[src/rtl/spi_reg_ctrl_if.sv]
// spi_reg_ctrl_if -- byte-level SPI shifter side plus register-bus side of
// the SPI command decoder, bundled for a single port connection.
//
//   slave  modport : the decoder (spi_reg_ctrl) view
//   master modport : the surrounding environment (shifter + register file)
//
// Signals:
//   spi_rx_data/first/valid  received byte, frame-start flag, byte strobe
//   spi_tx_data/load         next byte for the shifter and its load strobe
//   reg_wr_addr/data/en      register write request
//   reg_rd_addr/en           register read request
//   reg_rd_data/valid        register read response
//   err_underrun             read data was not ready in time
//   busy                     decoder is in the middle of a transaction
interface spi_reg_ctrl_if #(
  parameter int ADDR_BYTES = 1,
  parameter int DATA_BYTES = 4
);
  localparam int ADDR_W = 4 + 8 * ADDR_BYTES;
  localparam int DATA_W = 8 * DATA_BYTES;

  logic [7:0]        spi_rx_data;
  logic              spi_rx_first;
  logic              spi_rx_valid;
  logic [7:0]        spi_tx_data;
  logic              spi_tx_load;
  logic [ADDR_W-1:0] reg_wr_addr;
  logic [DATA_W-1:0] reg_wr_data;
  logic              reg_wr_en;
  logic [ADDR_W-1:0] reg_rd_addr;
  logic              reg_rd_en;
  logic [DATA_W-1:0] reg_rd_data;
  logic              reg_rd_valid;
  logic              err_underrun;
  logic              busy;

  modport slave (
    input  spi_rx_data, spi_rx_first, spi_rx_valid, reg_rd_data, reg_rd_valid,
    output spi_tx_data, spi_tx_load, reg_wr_addr, reg_wr_data, reg_wr_en,
           reg_rd_addr, reg_rd_en, err_underrun, busy
  );

  modport master (
    output spi_rx_data, spi_rx_first, spi_rx_valid, reg_rd_data, reg_rd_valid,
    input  spi_tx_data, spi_tx_load, reg_wr_addr, reg_wr_data, reg_wr_en,
           reg_rd_addr, reg_rd_en, err_underrun, busy
  );
endinterface

[src/rtl/spi_reg_ctrl.sv]
// spi_reg_ctrl -- SPI-slave command decoder between a byte-level SPI shifter
// and a single-outstanding register bus.
//
// Frame: command byte (op in [7:4], address MSBs in [3:0]), ADDR_BYTES
// address bytes MSB first, then either DATA_BYTES write bytes MSB first, or
// (for reads) one turnaround byte after which the read word is returned
// MSB first, one byte per rx strobe.
//   op 0x0 single read, 0x1 single write, 0x2 burst read, 0x3 burst write.
//
// Build option: define SPI_REG_CTRL_BURST_EN to enable the burst ops 0x2/0x3
// (auto-incrementing address, wraps modulo 2^ADDR_W). Without it those ops
// are treated as invalid and no increment logic exists.
//
// Ports:
//   clk    rising-edge clock
//   rst_n  asynchronous active-low reset
//   bus    spi_reg_ctrl_if.slave (SPI byte side + register bus side)
module spi_reg_ctrl #(
  parameter int ADDR_BYTES = 1,
  parameter int DATA_BYTES = 4
) (
  input logic           clk,
  input logic           rst_n,
  spi_reg_ctrl_if.slave bus
);
  localparam int ADDR_W = 4 + 8 * ADDR_BYTES;
  localparam int DATA_W = 8 * DATA_BYTES;
  localparam int CNT_W  = 4;
  localparam logic [CNT_W-1:0] ADDR_LAST = CNT_W'(ADDR_BYTES - 1);
  localparam logic [CNT_W-1:0] DATA_LAST = CNT_W'(DATA_BYTES - 1);
  localparam logic [CNT_W-1:0] DATA_END  = CNT_W'(DATA_BYTES);

  typedef enum logic [2:0] {
    S_IDLE, S_ADDR, S_WDATA, S_RWAIT, S_RDATA, S_DISCARD
  } state_t;

  state_t state, state_d;

  logic              cmd_stb, dat_stb, op_ok;
  logic [ADDR_W-1:0] addr, addr_d, addr_shift;
  logic [DATA_W-1:0] wsh, wsh_d, data_shift;
  logic [DATA_W-1:0] rsh, rsh_d;
  logic [CNT_W-1:0]  cnt, cnt_d;
  logic              is_wr, is_wr_d;
`ifdef SPI_REG_CTRL_BURST_EN
  logic              burst, burst_d;
`endif

  logic [ADDR_W-1:0] wr_addr_q, wr_addr_d, rd_addr_q, rd_addr_d;
  logic [DATA_W-1:0] wr_data_q, wr_data_d;
  logic [7:0]        tx_data_q, tx_data_d;
  logic              wr_en_q, wr_en_d, rd_en_q, rd_en_d;
  logic              tx_load_q, tx_load_d, err_q, err_d;

  // A first-of-frame byte is a command regardless of state; it overrides
  // every other event in the same cycle, including reg_rd_valid.
  assign cmd_stb = bus.spi_rx_valid & bus.spi_rx_first;
  assign dat_stb = bus.spi_rx_valid & ~bus.spi_rx_first;

  assign addr_shift = {addr[ADDR_W-9:0], bus.spi_rx_data};
  assign data_shift = DATA_W'(wsh << 8) | DATA_W'(bus.spi_rx_data);

  always_comb begin : op_decode
    op_ok = 1'b0;
    case (bus.spi_rx_data[7:4])
      4'h0, 4'h1: op_ok = 1'b1;
`ifdef SPI_REG_CTRL_BURST_EN
      4'h2, 4'h3: op_ok = 1'b1;
`endif
      default:    op_ok = 1'b0;
    endcase
  end

  // State register
  always_ff @(posedge clk or negedge rst_n) begin
    if (!rst_n) state <= S_IDLE;
    else        state <= state_d;
  end

  // Next-state logic
  always_comb begin : next_state
    state_d = state;
    if (cmd_stb) begin
      state_d = op_ok ? S_ADDR : S_DISCARD;
    end else begin
      case (state)
        S_ADDR:
          if (dat_stb && cnt == ADDR_LAST) state_d = is_wr ? S_WDATA : S_RWAIT;
        S_WDATA:
          if (dat_stb && cnt == DATA_LAST) begin
`ifdef SPI_REG_CTRL_BURST_EN
            state_d = burst ? S_WDATA : S_DISCARD;
`else
            state_d = S_DISCARD;
`endif
          end
        S_RWAIT:
          if (dat_stb)               state_d = S_DISCARD;
          else if (bus.reg_rd_valid) state_d = S_RDATA;
        S_RDATA:
          if (dat_stb && cnt == DATA_END) begin
`ifdef SPI_REG_CTRL_BURST_EN
            state_d = burst ? S_RWAIT : S_DISCARD;
`else
            state_d = S_DISCARD;
`endif
          end
        default: state_d = state;
      endcase
    end
  end

  // Output and datapath next values. Every strobe output is registered, so a
  // pulse appears the cycle after the event that caused it.
  always_comb begin : output_next
    addr_d    = addr;
    wsh_d     = wsh;
    rsh_d     = rsh;
    cnt_d     = cnt;
    is_wr_d   = is_wr;
`ifdef SPI_REG_CTRL_BURST_EN
    burst_d   = burst;
`endif
    wr_addr_d = wr_addr_q;
    wr_data_d = wr_data_q;
    rd_addr_d = rd_addr_q;
    tx_data_d = tx_data_q;
    wr_en_d   = 1'b0;
    rd_en_d   = 1'b0;
    tx_load_d = 1'b0;
    err_d     = 1'b0;
    if (cmd_stb) begin
      addr_d  = ADDR_W'(bus.spi_rx_data[3:0]);
      cnt_d   = '0;
      is_wr_d = bus.spi_rx_data[4];
`ifdef SPI_REG_CTRL_BURST_EN
      burst_d = bus.spi_rx_data[5];
`endif
    end else begin
      case (state)
        S_ADDR:
          if (dat_stb) begin
            addr_d = addr_shift;
            if (cnt == ADDR_LAST) begin
              cnt_d = '0;
              if (!is_wr) begin
                rd_en_d   = 1'b1;
                rd_addr_d = addr_shift;
              end
            end else begin
              cnt_d = cnt + CNT_W'(1);
            end
          end
        S_WDATA:
          if (dat_stb) begin
            wsh_d = data_shift;
            if (cnt == DATA_LAST) begin
              cnt_d     = '0;
              wr_en_d   = 1'b1;
              wr_addr_d = addr;
              wr_data_d = data_shift;
`ifdef SPI_REG_CTRL_BURST_EN
              if (burst) addr_d = addr + ADDR_W'(1);
`endif
            end else begin
              cnt_d = cnt + CNT_W'(1);
            end
          end
        S_RWAIT:
          // A data strobe before the read returned means the master is
          // already clocking out data we do not have: flag and abandon.
          if (dat_stb) begin
            err_d = 1'b1;
          end else if (bus.reg_rd_valid) begin
            tx_load_d = 1'b1;
            tx_data_d = bus.reg_rd_data[DATA_W-1 -: 8];
            rsh_d     = DATA_W'(bus.reg_rd_data << 8);
            cnt_d     = CNT_W'(1);
          end
        S_RDATA:
          // cnt counts bytes already handed to the shifter; the strobe after
          // the last one closes the word.
          if (dat_stb) begin
            if (cnt == DATA_END) begin
              cnt_d = '0;
`ifdef SPI_REG_CTRL_BURST_EN
              if (burst) begin
                addr_d    = addr + ADDR_W'(1);
                rd_addr_d = addr + ADDR_W'(1);
                rd_en_d   = 1'b1;
              end
`endif
            end else begin
              tx_load_d = 1'b1;
              tx_data_d = rsh[DATA_W-1 -: 8];
              rsh_d     = DATA_W'(rsh << 8);
              cnt_d     = cnt + CNT_W'(1);
            end
          end
        default: ;
      endcase
    end
  end

  always_ff @(posedge clk or negedge rst_n) begin
    if (!rst_n) begin
      addr      <= '0;
      wsh       <= '0;
      rsh       <= '0;
      cnt       <= '0;
      is_wr     <= 1'b0;
`ifdef SPI_REG_CTRL_BURST_EN
      burst     <= 1'b0;
`endif
      wr_addr_q <= '0;
      wr_data_q <= '0;
      rd_addr_q <= '0;
      tx_data_q <= '0;
      wr_en_q   <= 1'b0;
      rd_en_q   <= 1'b0;
      tx_load_q <= 1'b0;
      err_q     <= 1'b0;
    end else begin
      addr      <= addr_d;
      wsh       <= wsh_d;
      rsh       <= rsh_d;
      cnt       <= cnt_d;
      is_wr     <= is_wr_d;
`ifdef SPI_REG_CTRL_BURST_EN
      burst     <= burst_d;
`endif
      wr_addr_q <= wr_addr_d;
      wr_data_q <= wr_data_d;
      rd_addr_q <= rd_addr_d;
      tx_data_q <= tx_data_d;
      wr_en_q   <= wr_en_d;
      rd_en_q   <= rd_en_d;
      tx_load_q <= tx_load_d;
      err_q     <= err_d;
    end
  end

  assign bus.reg_wr_addr  = wr_addr_q;
  assign bus.reg_wr_data  = wr_data_q;
  assign bus.reg_wr_en    = wr_en_q;
  assign bus.reg_rd_addr  = rd_addr_q;
  assign bus.reg_rd_en    = rd_en_q;
  assign bus.spi_tx_data  = tx_data_q;
  assign bus.spi_tx_load  = tx_load_q;
  assign bus.err_underrun = err_q;
  assign bus.busy         = (state != S_IDLE) && (state != S_DISCARD);
endmodule

[src/flat_wrapper.sv]
// flat-port wrapper written by rule: the top's interface ports become plain ports
module spi_reg_ctrl_flat 
#(
  parameter int ADDR_BYTES = 1,
  parameter int DATA_BYTES = 4
)
  (clk, rst_n, bus_spi_rx_data, bus_spi_rx_first, bus_spi_rx_valid, bus_reg_rd_data, bus_reg_rd_valid, bus_spi_tx_data, bus_spi_tx_load, bus_reg_wr_addr, bus_reg_wr_data, bus_reg_wr_en, bus_reg_rd_addr, bus_reg_rd_en, bus_err_underrun, bus_busy);
  spi_reg_ctrl_if #(.ADDR_BYTES(ADDR_BYTES), .DATA_BYTES(DATA_BYTES)) bus_i ();
  input logic clk;
  input logic rst_n;
  input wire logic [$bits(bus_i.spi_rx_data)-1:0] bus_spi_rx_data;
  input wire logic [$bits(bus_i.spi_rx_first)-1:0] bus_spi_rx_first;
  input wire logic [$bits(bus_i.spi_rx_valid)-1:0] bus_spi_rx_valid;
  input wire logic [$bits(bus_i.reg_rd_data)-1:0] bus_reg_rd_data;
  input wire logic [$bits(bus_i.reg_rd_valid)-1:0] bus_reg_rd_valid;
  output wire logic [$bits(bus_i.spi_tx_data)-1:0] bus_spi_tx_data;
  output wire logic [$bits(bus_i.spi_tx_load)-1:0] bus_spi_tx_load;
  output wire logic [$bits(bus_i.reg_wr_addr)-1:0] bus_reg_wr_addr;
  output wire logic [$bits(bus_i.reg_wr_data)-1:0] bus_reg_wr_data;
  output wire logic [$bits(bus_i.reg_wr_en)-1:0] bus_reg_wr_en;
  output wire logic [$bits(bus_i.reg_rd_addr)-1:0] bus_reg_rd_addr;
  output wire logic [$bits(bus_i.reg_rd_en)-1:0] bus_reg_rd_en;
  output wire logic [$bits(bus_i.err_underrun)-1:0] bus_err_underrun;
  output wire logic [$bits(bus_i.busy)-1:0] bus_busy;
  assign bus_i.spi_rx_data = bus_spi_rx_data;
  assign bus_i.spi_rx_first = bus_spi_rx_first;
  assign bus_i.spi_rx_valid = bus_spi_rx_valid;
  assign bus_i.reg_rd_data = bus_reg_rd_data;
  assign bus_i.reg_rd_valid = bus_reg_rd_valid;
  assign bus_spi_tx_data = bus_i.spi_tx_data;
  assign bus_spi_tx_load = bus_i.spi_tx_load;
  assign bus_reg_wr_addr = bus_i.reg_wr_addr;
  assign bus_reg_wr_data = bus_i.reg_wr_data;
  assign bus_reg_wr_en = bus_i.reg_wr_en;
  assign bus_reg_rd_addr = bus_i.reg_rd_addr;
  assign bus_reg_rd_en = bus_i.reg_rd_en;
  assign bus_err_underrun = bus_i.err_underrun;
  assign bus_busy = bus_i.busy;
  spi_reg_ctrl #(.ADDR_BYTES(ADDR_BYTES), .DATA_BYTES(DATA_BYTES)) u_core (.clk(clk), .rst_n(rst_n), .bus(bus_i));
endmodule
[config.mk]
export PLATFORM = sky130hd
export DESIGN_NAME = spi_reg_ctrl_flat
export DESIGN_NICKNAME = d
export VERILOG_FILES = /design/src/rtl/spi_reg_ctrl_if.sv /design/src/rtl/spi_reg_ctrl.sv /design/src/flat_wrapper.sv
export SDC_FILE = /design/constraint.sdc
export NUM_CORES = 1
export LEC_CHECK = 0
export ABC_AREA = 1
export CELL_PAD_IN_SITES_DETAIL_PLACEMENT = 1
export CELL_PAD_IN_SITES_GLOBAL_PLACEMENT = 1
export CORE_ASPECT_RATIO = 0.75
export CORE_MARGIN = 2
export CORE_UTILIZATION = 39
export CTS_CLUSTER_DIAMETER = 100
export DETAILED_ROUTE_END_ITERATION = 12
export PLACE_DENSITY_LB_ADDON = 0.1
export SYNTH_ARGS = -nofsm -noshare
export SYNTH_HDL_FRONTEND = slang
export SYNTH_SLANG_ARGS = --single-unit
export TNS_END_PERCENT = 5
[constraint.sdc]
create_clock -name clk -period 2.1 [get_ports clk]
set_input_delay 0.21 -clock clk [delete_from_list [all_inputs] [get_ports clk]]
set_output_delay 0.21 -clock clk [all_outputs]
set_load 0.05 [all_outputs]
Word-level counts from Yosys, hierarchy flattened
Cells that the tools add are included.
{ "word_totals": {"input_bits": 45, "regBits": 144, "output_inout_bits": 69, "word_cells": 112} }
{ "classes": {"eq_ne": 21, "n_reduce_logical": 19, "bitwise_logic": 6, "mux": 51, "add_sub_neg": 1} }
{ "ops": {"columns": ["op", "n"], "rows": [
  ["$mux 32", 4],
  ["$pmux 32 s2", 1],
  ["$mux 12", 3],
  ["$mux 4", 9],
  ["$mux 8", 4],
  ["$or 32x8->32", 1],
  ["$mux 3", 7],
  ["$mux 1", 19],
  ["$ne 3x1->1 const B", 6],
  ["$pmux 4 s4", 1],
  ["$pmux 8 s2", 1],
  ["$pmux 3 s4", 1],
  ["$reduce_and 6->1", 2],
  ["$reduce_and 5->1", 2],
  ["$logic_not 4->1", 2],
  ["$eq 3x2->1 const B", 2],
  ["$ne 2x2->1 const B", 3],
  ["$ne 3x2->1 const B", 2],
  ["$reduce_bool 2->1", 3],
  ["$reduce_bool 5->1", 1],
  ["$add 4x1->4 const B", 1],
  ["$eq 4x1->1 const B", 1],
  ["$eq 4x2->1 const B", 1],
  ["$eq 4x3->1 const B", 1],
  ["other kinds (14)", 20]
]} }

Logic depth before layout (Yosys ltp)
Gate-level depths: netlist of run 1.
{ "logic_depth": {"word_depth": 6, "depth_mapped": 10, "depth_no_buf": 10} }

Worst setup path after synthesis of run 1
Ideal clock, no wire load.
{ "synth_timing": {"path_kind": "register to register", "start": "register u_core.cnt[0]", "end": "register u_core.tx_data_q[0], in the netlist u_core.bus.spi_tx_data[0]", "t_required_ns": 1.977, "period_less_slack_ns": 1.568, "slack_ns": 0.532, "setup_time_ns": 0.123, "path_stages_with_launch": 11, "path_buffers": 2, "arrival_ns": 1.444, "path_cell_list": "dfrtp_1 inv_1 ha_1 nand3_1 nand3_1 o21ai_4 nand2_2 buf_6 buf_6 nand2_1 o21ai_1"} }
{ "synth_via": {"elab_chain_cells": 3} }
{ "synth_lines": {"columns": ["element", "line", "text"], "rows": [
  ["start: declaration", "spi_reg_ctrl.sv:43", "logic [CNT_W-1:0] cnt, cnt_d;"],
  ["start signal: assignment", "spi_reg_ctrl.sv:227", "cnt <= cnt_d;"],
  ["$eq 4x3->1", "spi_reg_ctrl.sv:184", "if (cnt == DATA_END) begin"],
  ["$ne 2x2->1 (no source line)", null, null],
  ["$reduce_and 6->1 (no source line)", null, null],
  ["end signal: assignment", "spi_reg_ctrl.sv:235", "tx_data_q <= tx_data_d;"],
  ["end: declaration", "spi_reg_ctrl.sv:51", "logic [7:0] tx_data_q, tx_data_d;"]
]} }
No other way between the ends.
A chain may end at the register's enable or synchronous reset.

Worst setup path in the final report of run 1
{ "layout_timing": {"start": "register u_core.cnt[0]", "end": "register u_core.tx_data_q[5], in the netlist u_core.bus.spi_tx_data[5]"} }
The elaborated chain is that of the path after synthesis.

==> run_results.csv, run 1 <==
group,metric,value,unit
logic_synthesis,yosysWarningCount,0,
logic_synthesis,synth_mux_area_share,2.86,%
clocking,cts_made_buffers,17,
logic_synthesis,synthMostInstantiatedCell,"sky130_fd_sc_hd__nand2_1",
logic_synthesis,asyncSetResetFlopFracSynth,100,%
placed_design,post-dp-hpwl,10400,µm
sta,max-slew-margin-rel,61.7,%
logic_synthesis,syn_inst,606,
floorplan,pin_count,114,
min_path,holdCritPathClass,"primary input to async pin",
sta,min_period,1.91,ns
sta,final_hold_viol_count,0,
clocking,clk_pin_slew,0.06,ns
floorplan,core_area,13900,µm²
setup_path,timing.critical_path.arrival,2.20,ns
floorplan,floorplan.die.height,108,µm
logic_synthesis,ys_dominant_reg_cell,"sky130_fd_sc_hd__dfrtp_1",
clocking,cts_sink_count,136,
detailed_routing,routed_via_density,4.94,
final_layout,syn2layout_area_growth,35.2,%
detailed_routing,routed_wire_length_per_instance,16.5,µm
clocking,ctsLongestPathBuffers,2,
setup_path,crit_buf_inv,2,
final_layout,final_area,7570,µm²
sta,fin_worst_hold_slack,0.290,ns
logic_synthesis,synthDominantCellAreaShare,60.8,%
final_layout,layout.nets,772,
power_and_ir_drop,leakagePower,3.60,nW
clocking,worstSkewPairLatency,0.41,ns
global_route,first_global_vias,4841,
setup_path,critical_path.top_delay_family,"compound AO/OA/AOI/OAI gates",
placed_design,placedCellCount,880,
logic_synthesis,synthDominantAreaCellType,"sky130_fd_sc_hd__dfrtp_1",
logic_synthesis,largest_family_of_logic_cells_by_synthesized_area,"simple AND/OR/NAND/NOR gates",
sta,grt_setup_unrepaired,"no",
sta,final_max_tran_viols,0,
floorplan,initial_utilization,40.3,%
power_and_ir_drop,cellPowerDensity,1340,nW/µm²
run_status,outcome,"completed",
setup_path,timing.critical_path.required,2.39,ns
clocking,tritoncts,"done",
setup_path,critPathMaxStageDelay,0.42,ns
global_route,grt.total_usage,21.0,%
clocking,clock-root-buffer,"sky130_fd_sc_hd__clkbuf_16",
sta,timing.setup.tns,0,ns
logic_synthesis,synth.avg_cell_area,9.23,µm²
clocking,post_cts_setup_buffers,0,
detailed_routing,route.antenna.remaining_nets,0,
setup_path,worst_path_most_repeated_cell,"sky130_fd_sc_hd__nand3_1",
placed_design,buffer_ports.inserted,113,
logic_synthesis,yosysSeqAreaShare,60.8,%
setup_path,end_kind,"flop",
placed_design,dpl-instance-area,6960,µm²
clocking,htree_num_levels,4,
placed_design,place_congestion,0.829,
setup_path,crit_path_max_fanout,49,
logic_synthesis,complex_gate_fraction_of_the_synthesized_area,12.2,%
setup_path,timing.critical_path.cells,"inv_1, ha_1, nand3_1, nand3_1, o21ai_4, nand2_2, buf_12, o21ai_0",
sta,period_share,90.8,%
run,cap_violations,0,
sta,fmax,525,MHz
logic_synthesis,synthAdderAreaFrac,0.447,%
detailed_routing,route.vias.total,4502,
final_layout,final.fill_count,1584,
sta,setup_viol_count_final,0,
setup_path,path_class,"flop to flop",
final_layout,final_core_util,54.5,%
detailed_routing,detailedRoute.firstIterationViolations,204,
detailed_routing,drt_pre_antenna_iters,4,
floorplan,fp-row-count,37,
setup_path,kind_of_launch_point_of_the_worst_setup_path,"flop",
setup_path,crit_slowest_cell,"sky130_fd_sc_hd__dfrtp_1",
logic_synthesis,postSynthRegisterBits,136,
global_route,grt_pass1_wl,24700,µm
sta,worst-slew-pin-transition,0.573,ns
global_route,grt_max_degree,81,
logic_synthesis,synth_simple_gate_area_share,16.3,%
power_and_ir_drop,power.ir.vdd_worst,0.645,mV
logic_synthesis,synth_xor_area_share,0.313,%
global_route,antenna_found_initial,0,
logic_synthesis,netlist_top_cells_count,"168 x sky130_fd_sc_hd__nand2_1, 136 x sky130_fd_sc_hd__dfrtp_1, 109 x sky130_fd_sc_hd__o21ai_0, 65 x sky130_fd_sc_hd__inv_1, 21 x sky130_fd_sc_hd__nand3_1",
logic_synthesis,mappedNetlistNets,653,
final_layout,stdcell_count,912,
sta,final.setup_skew,0.00929,ns
logic_synthesis,post_synth_num_cell_types,24,
floorplan,dieWidth,142,µm
detailed_routing,remaining_drc_errors,0,
detailed_routing,total_wirelength_of_the_detailed_routed_design,15100,µm
logic_synthesis,synth_area,5600,µm²
final_layout,drive_above_1_share,7.73,%
global_route,overflow,0,
logic_synthesis,synth.top_cells.by_area,"sky130_fd_sc_hd__dfrtp_1 61%, sky130_fd_sc_hd__nand2_1 11%, sky130_fd_sc_hd__o21ai_0 9.7%, sky130_fd_sc_hd__inv_1 4.4%, sky130_fd_sc_hd__mux2i_1 2.9%",
final_layout,antenna_cells,0,
floorplan,die-area,15300,µm²
logic_synthesis,synth_enable_flop_cells,0,
-- final cells by class --
class                   count  area [µm²]  area share, %
well taps                 175         219           2.89
clock inverters            12         153           2.02
flip-flops and latches    136        3400           45.0
multi-input cells         373        1800           23.8
inverters                  70         263           3.47
repair buffers            127        1290           17.0
clock buffers              19         443           5.85
-- routing by layer --
layer / vias up / share of wire, % / GRT usage, %
li1: 2187 / - / -
met1: 2198 / 48 / 28.1
met2: 96 / 46 / 33.3
met3: 21 / 4.6 / 5.83
met4: 0 / 1.5 / 6.79
met5: - / 0 / 0
-- cells by family (layout without fill, tap and decap cells) --
group | Yosys count | count (layout)
and+or+nand+nor | 221 | 221
DFF | 136 | 136
AOI/OAI and AO/OA | 132 | 132
buffers and inverters | 97 | 228
muxes | 16 | 16
adders and majority gates | 2 | 2
xor gates and xnor gates | 2 | 2
-- worst reg2reg max path: stages (launching register included) --
cell and delay (ns):
sky130_fd_sc_hd__dfrtp_1 0.42, sky130_fd_sc_hd__inv_1 0.10, sky130_fd_sc_hd__ha_1 0.23, sky130_fd_sc_hd__nand3_1 0.16, sky130_fd_sc_hd__nand3_1 0.15, sky130_fd_sc_hd__o21ai_4 0.14, sky130_fd_sc_hd__nand2_2 0.10, sky130_fd_sc_hd__buf_12 0.19
sky130_fd_sc_hd__o21ai_0 0.31
-- through the flow --
stage / worst slack, ns / power (W)
2_1_floorplan: 0.532 / 0.00593
3_3_place_gp: 0.244 / 0.00701
3_5_place_dp: 0.106 / 0.00717
4_1_cts: 0.137 / 0.0103
5_1_grt: 0.0852 / 0.0108
6_report: 0.194 / 0.0102
-- state kept, by name, summed over array words and instances (netlist names), 3 cells and up --
register and flops:
u_core.cnt 4, u_core.bus.spi_tx_data 8, u_core.bus.reg_rd_addr 12, u_core.state 3, u_core.rsh 24, u_core.wsh 24, u_core.addr 12, u_core.bus.reg_wr_data 32
u_core.bus.reg_wr_addr 12
-- repair_timing --
| item | CTS | global route |
|---|---|---|
| gates resized for setup | 0 | 1 |
| endpoints found under the hold margin | 41 | 0 |
| endpoints found under the setup margin | 0 | 1 |
| hold buffers | 1 | 0 |
-- path summary, 6_finish.rpt --
check                                           startpoint                          to  slack [ns]  cells after the start
max in group asynchronous                            rst_n               u_core.cnt[0]        1.18                      3
worst max-delay path                         u_core.cnt[0]   u_core.bus.spi_tx_data[5]        0.19                      8
min in group clk                        bus_spi_rx_data[0]              u_core.addr[0]        0.40                      3
worst min register to register  u_core.bus.reg_wr_data[31]  u_core.bus.reg_wr_data[31]        0.47                      2
worst max register to register               u_core.cnt[0]   u_core.bus.spi_tx_data[5]        0.19                      8
worst min-delay path                                 rst_n  u_core.bus.reg_wr_data[29]        0.29                      2
-- power by group --
part	switching (W)	internal [W]
logic	0.00230	0.00114
clock network	0.00111	0.00189
registers	0.000398	0.00332
-- cells in the final DEF (no fill, tap or decap), drive strengths merged, types with 14 or more instances in the layout --
cell and count:
buf 15, clkbuf 19, clkdlybuf4s50 111, dfrtp 136, inv 70, mux2i 16
nand2 171, nand3 23, nor2 14, o21ai 122
Note: power is estimated with default switching activity, not from simulation.
==> inputs of run 2 (changes only) <==
- ABC_AREA: 1 -> unset
- CORE_UTILIZATION: 39 -> 42
- SETUP_SLACK_MARGIN: unset -> 0.1
==> run_results.csv, run 2 <==
group,metric,value,unit
logic_synthesis,syn_inst,421,
setup_path,reg2reg_from,"u_core.state[2]",
floorplan,initial_utilization,42.6,%
sta,final_max_tran_viols,0,
logic_synthesis,synthDominantCellAreaShare,58.8,%
logic_synthesis,synthMostInstantiatedCell,"sky130_fd_sc_hd__dfrtp_1",
final_layout,drive_above_1_share,28.5,%
final_layout,syn2layout_area_growth,37.2,%
clocking,htree_num_levels,4,
global_route,grt.total_usage,20.0,%
placed_design,placedCellCount,712,
logic_synthesis,synthDominantAreaCellType,"sky130_fd_sc_hd__dfrtp_1",
logic_synthesis,synth.avg_cell_area,13.8,µm²
logic_synthesis,yosysWarningCount,0,
floorplan,core_area,13600,µm²
sta,timing.setup.tns,0,ns
final_layout,final_common_cell,"sky130_fd_sc_hd__dfrtp_1",
detailed_routing,routed_wire_length_per_instance,19.0,µm
power_and_ir_drop,p_sw,0.00385,W
power_and_ir_drop,clock_power_share,28.9,%
placed_design,buffer_ports.inserted,113,
setup_path,timing.critical_path.required,2.40,ns
clocking,ctsLongestPathBuffers,2,
logic_synthesis,post_synth_num_cell_types,46,
floorplan,pin_count,114,
clocking,tritoncts,"done",
detailed_routing,total_wirelength_of_the_detailed_routed_design,14200,µm
power_and_ir_drop,power.sequential.fraction,37.1,%
sta,fmax,478,MHz
final_layout,layout.nets,606,
final_layout,final_area,7950,µm²
sta,post-route-worst-setup-slack,0.00732,ns
sta,min_period,2.09,ns
global_route,grt_pass1_wl,22800,µm
setup_path,r2r-end,"u_core.bus.reg_wr_data[15]",
setup_path,timing.critical_path.arrival,2.39,ns
floorplan,die-area,14800,µm²
run_status,outcome,"completed",
floorplan,fp-row-count,37,
final_layout,final_core_util,58.4,%
placed_design,place_congestion,0.787,
logic_synthesis,synth_enable_flop_cells,0,
sta,max-slew-margin-rel,62.9,%
detailed_routing,remaining_drc_errors,0,
power_and_ir_drop,power.internal,0.00679,W
sta,final_hold_viol_count,0,
detailed_routing,drt_pre_antenna_iters,4,
logic_synthesis,postSynthRegisterBits,136,
power_and_ir_drop,leakagePower,3.79,nW
setup_path,timing.reg2reg.worst_path_depth,5,
final_layout,highest_count_cells_in_the_layout_ignoring_fill_and_taps,"136 x sky130_fd_sc_hd__dfrtp_1, 111 x sky130_fd_sc_hd__clkdlybuf4s50_1, 45 x sky130_fd_sc_hd__nand2_1, 44 x sky130_fd_sc_hd__mux2_4, 44 x sky130_fd_sc_hd__mux2_2",
min_path,holdCritPathClass,"primary input to async pin",
logic_synthesis,netlist_top_cells_count,"136 x sky130_fd_sc_hd__dfrtp_1, 49 x sky130_fd_sc_hd__mux2_2, 45 x sky130_fd_sc_hd__nand2_1, 39 x sky130_fd_sc_hd__mux2_4, 29 x sky130_fd_sc_hd__o21ai_0",
sta,period_share,99.7,%
placed_design,post-dp-hpwl,9070,µm
clocking,clk_pin_slew,0.07,ns
final_layout,final.fill_count,1356,
setup_path,path_class,"flop to flop",
clocking,clock-root-buffer,"sky130_fd_sc_hd__clkbuf_16",
detailed_routing,route.vias.total,3801,
global_route,antenna_found_initial,0,
power_and_ir_drop,switching_fraction,36.2,%
clocking,cts_sink_count,136,
placed_design,dpl-instance-area,7240,µm²
detailed_routing,routed_via_density,5.09,
sta,setup_viol_count_final,0,
run,cap_violations,0,
logic_synthesis,asyncSetResetFlopFracSynth,100,%
logic_synthesis,ys_dominant_reg_cell,"sky130_fd_sc_hd__dfrtp_1",
floorplan,dieWidth,140,µm
final_layout,largest_reg_flops,32,
global_route,overflow,0,
detailed_routing,route.antenna.remaining_nets,0,
sta,final.setup_skew,0.00972,ns
sta,worst-slew-pin-transition,0.555,ns
power_and_ir_drop,cellPowerDensity,1340,nW/µm²
setup_path,kind_of_launch_point_of_the_worst_setup_path,"flop",
placed_design,place_ws,-0.0913,ns
logic_synthesis,yosysSeqAreaShare,58.8,%
detailed_routing,detailedRoute.firstIterationViolations,212,
power_and_ir_drop,combinationalPowerShare,34.0,%
setup_path,crit_path_max_fanout,23,
sta,grt_setup_unrepaired,"yes",
setup_path,end_kind,"flop",
setup_path,r2r_setup_slack,0.007,ns
final_layout,antenna_cells,0,
global_route,first_global_vias,4013,
global_route,grt_max_degree,59,
setup_path,setup.worst_path.start,"u_core.state[2]",
clocking,cts_made_buffers,17,
logic_synthesis,synth.top_cells.by_area,"sky130_fd_sc_hd__dfrtp_1 59%, sky130_fd_sc_hd__mux2_4 10%, sky130_fd_sc_hd__mux2_2 9.5%, sky130_fd_sc_hd__mux2i_1 4.1%, sky130_fd_sc_hd__nand2_1 2.9%",
clocking,worstSkewPairLatency,0.42,ns
final_layout,stdcell_count,747,
logic_synthesis,synth_area,5790,µm²
power_and_ir_drop,power.ir.vdd_worst,0.715,mV
floorplan,floorplan.die.height,106,µm
logic_synthesis,mappedNetlistNets,468,
[run 2: how the worst max path moves through the flow]
stage                     cells past startpoint                    endpoint
after detailed placement                      7  u_core.bus.reg_wr_data[22]
after global placement                        7  u_core.bus.reg_wr_data[13]
final                                         5  u_core.bus.reg_wr_data[15]
after global routing                          5  u_core.bus.reg_wr_data[15]
after CTS                                     5  u_core.bus.reg_wr_data[15]
after floorplan                               8  u_core.bus.reg_wr_addr[10]
[run 2: metrics by stage]
stage	total power [W]	hold slack, ns
CTS	0.0107	0.340
floorplan	0.00621	-0.0856
detailed placement	0.00750	0.219
global placement	0.00735	0.222
global route	0.0112	0.335
finish	0.0106	0.322
[run 2: per-layer routing]
layer / vias up / global-route usage [%] / part of all wire (%)
met4: 0 / 5.29 / 1.0
met3: 11 / 5.22 / 4.0
li1: 1768 / - / -
met2: 77 / 30.5 / 47
met1: 1945 / 28.6 / 48
met5: - / 0 / 0
[run 2: layout make-up]
cell class | count | area, µm² | area share (%)
Sequential cell | 136 | 3400 | 42.8
Tap cell | 175 | 219 | 2.76
Multi-Input combinational cell | 254 | 2260 | 28.4
Clock buffer | 17 | 425 | 5.35
Timing Repair Buffer | 143 | 1440 | 18.1
Inverter | 7 | 26.3 | 0.331
Clock inverter | 15 | 181 | 2.28
[run 2: what timing repair did]
action,4_1_cts,5_1_grt
resized for setup,12,7
setup endpoints to repair,75,80
cloned,1,0
hold buffers,1,0
setup buffers,1,0
hold endpoints to repair,54,0
pin swaps,1,3
[run 2: cell families after synthesis]
group / synth area share, %
flip-flops: 58.8
multiplexers: 23.8
AND/OR/NAND/NOR: 7.09
AO/OA/AOI/OAI: 5.94
buffers and inverters: 3.54
XOR/XNOR: 0.454
adder cells (fa/ha/maj): 0.432
[run 2: critical path, cell delays in order (launching register included)]
cell	delay, ns
sky130_fd_sc_hd__dfrtp_1	0.38
sky130_fd_sc_hd__or3b_4	0.39
sky130_fd_sc_hd__or2_4	0.26
sky130_fd_sc_hd__or3_4	0.39
sky130_fd_sc_hd__buf_12	0.21
sky130_fd_sc_hd__mux2_4	0.33
[run 2: power by group through the flow]
| stage | registers, W | logic, W | clock network [W] |
|---|---|---|---|
| floorplan | 0.00470 | 0.00151 | 0 |
| global placement | 0.00392 | 0.00343 | 0 |
| detailed placement | 0.00397 | 0.00353 | 0 |
| CTS | 0.00394 | 0.00362 | 0.00313 |
| global route | 0.00405 | 0.00388 | 0.00327 |
| finish | 0.00394 | 0.00362 | 0.00308 |
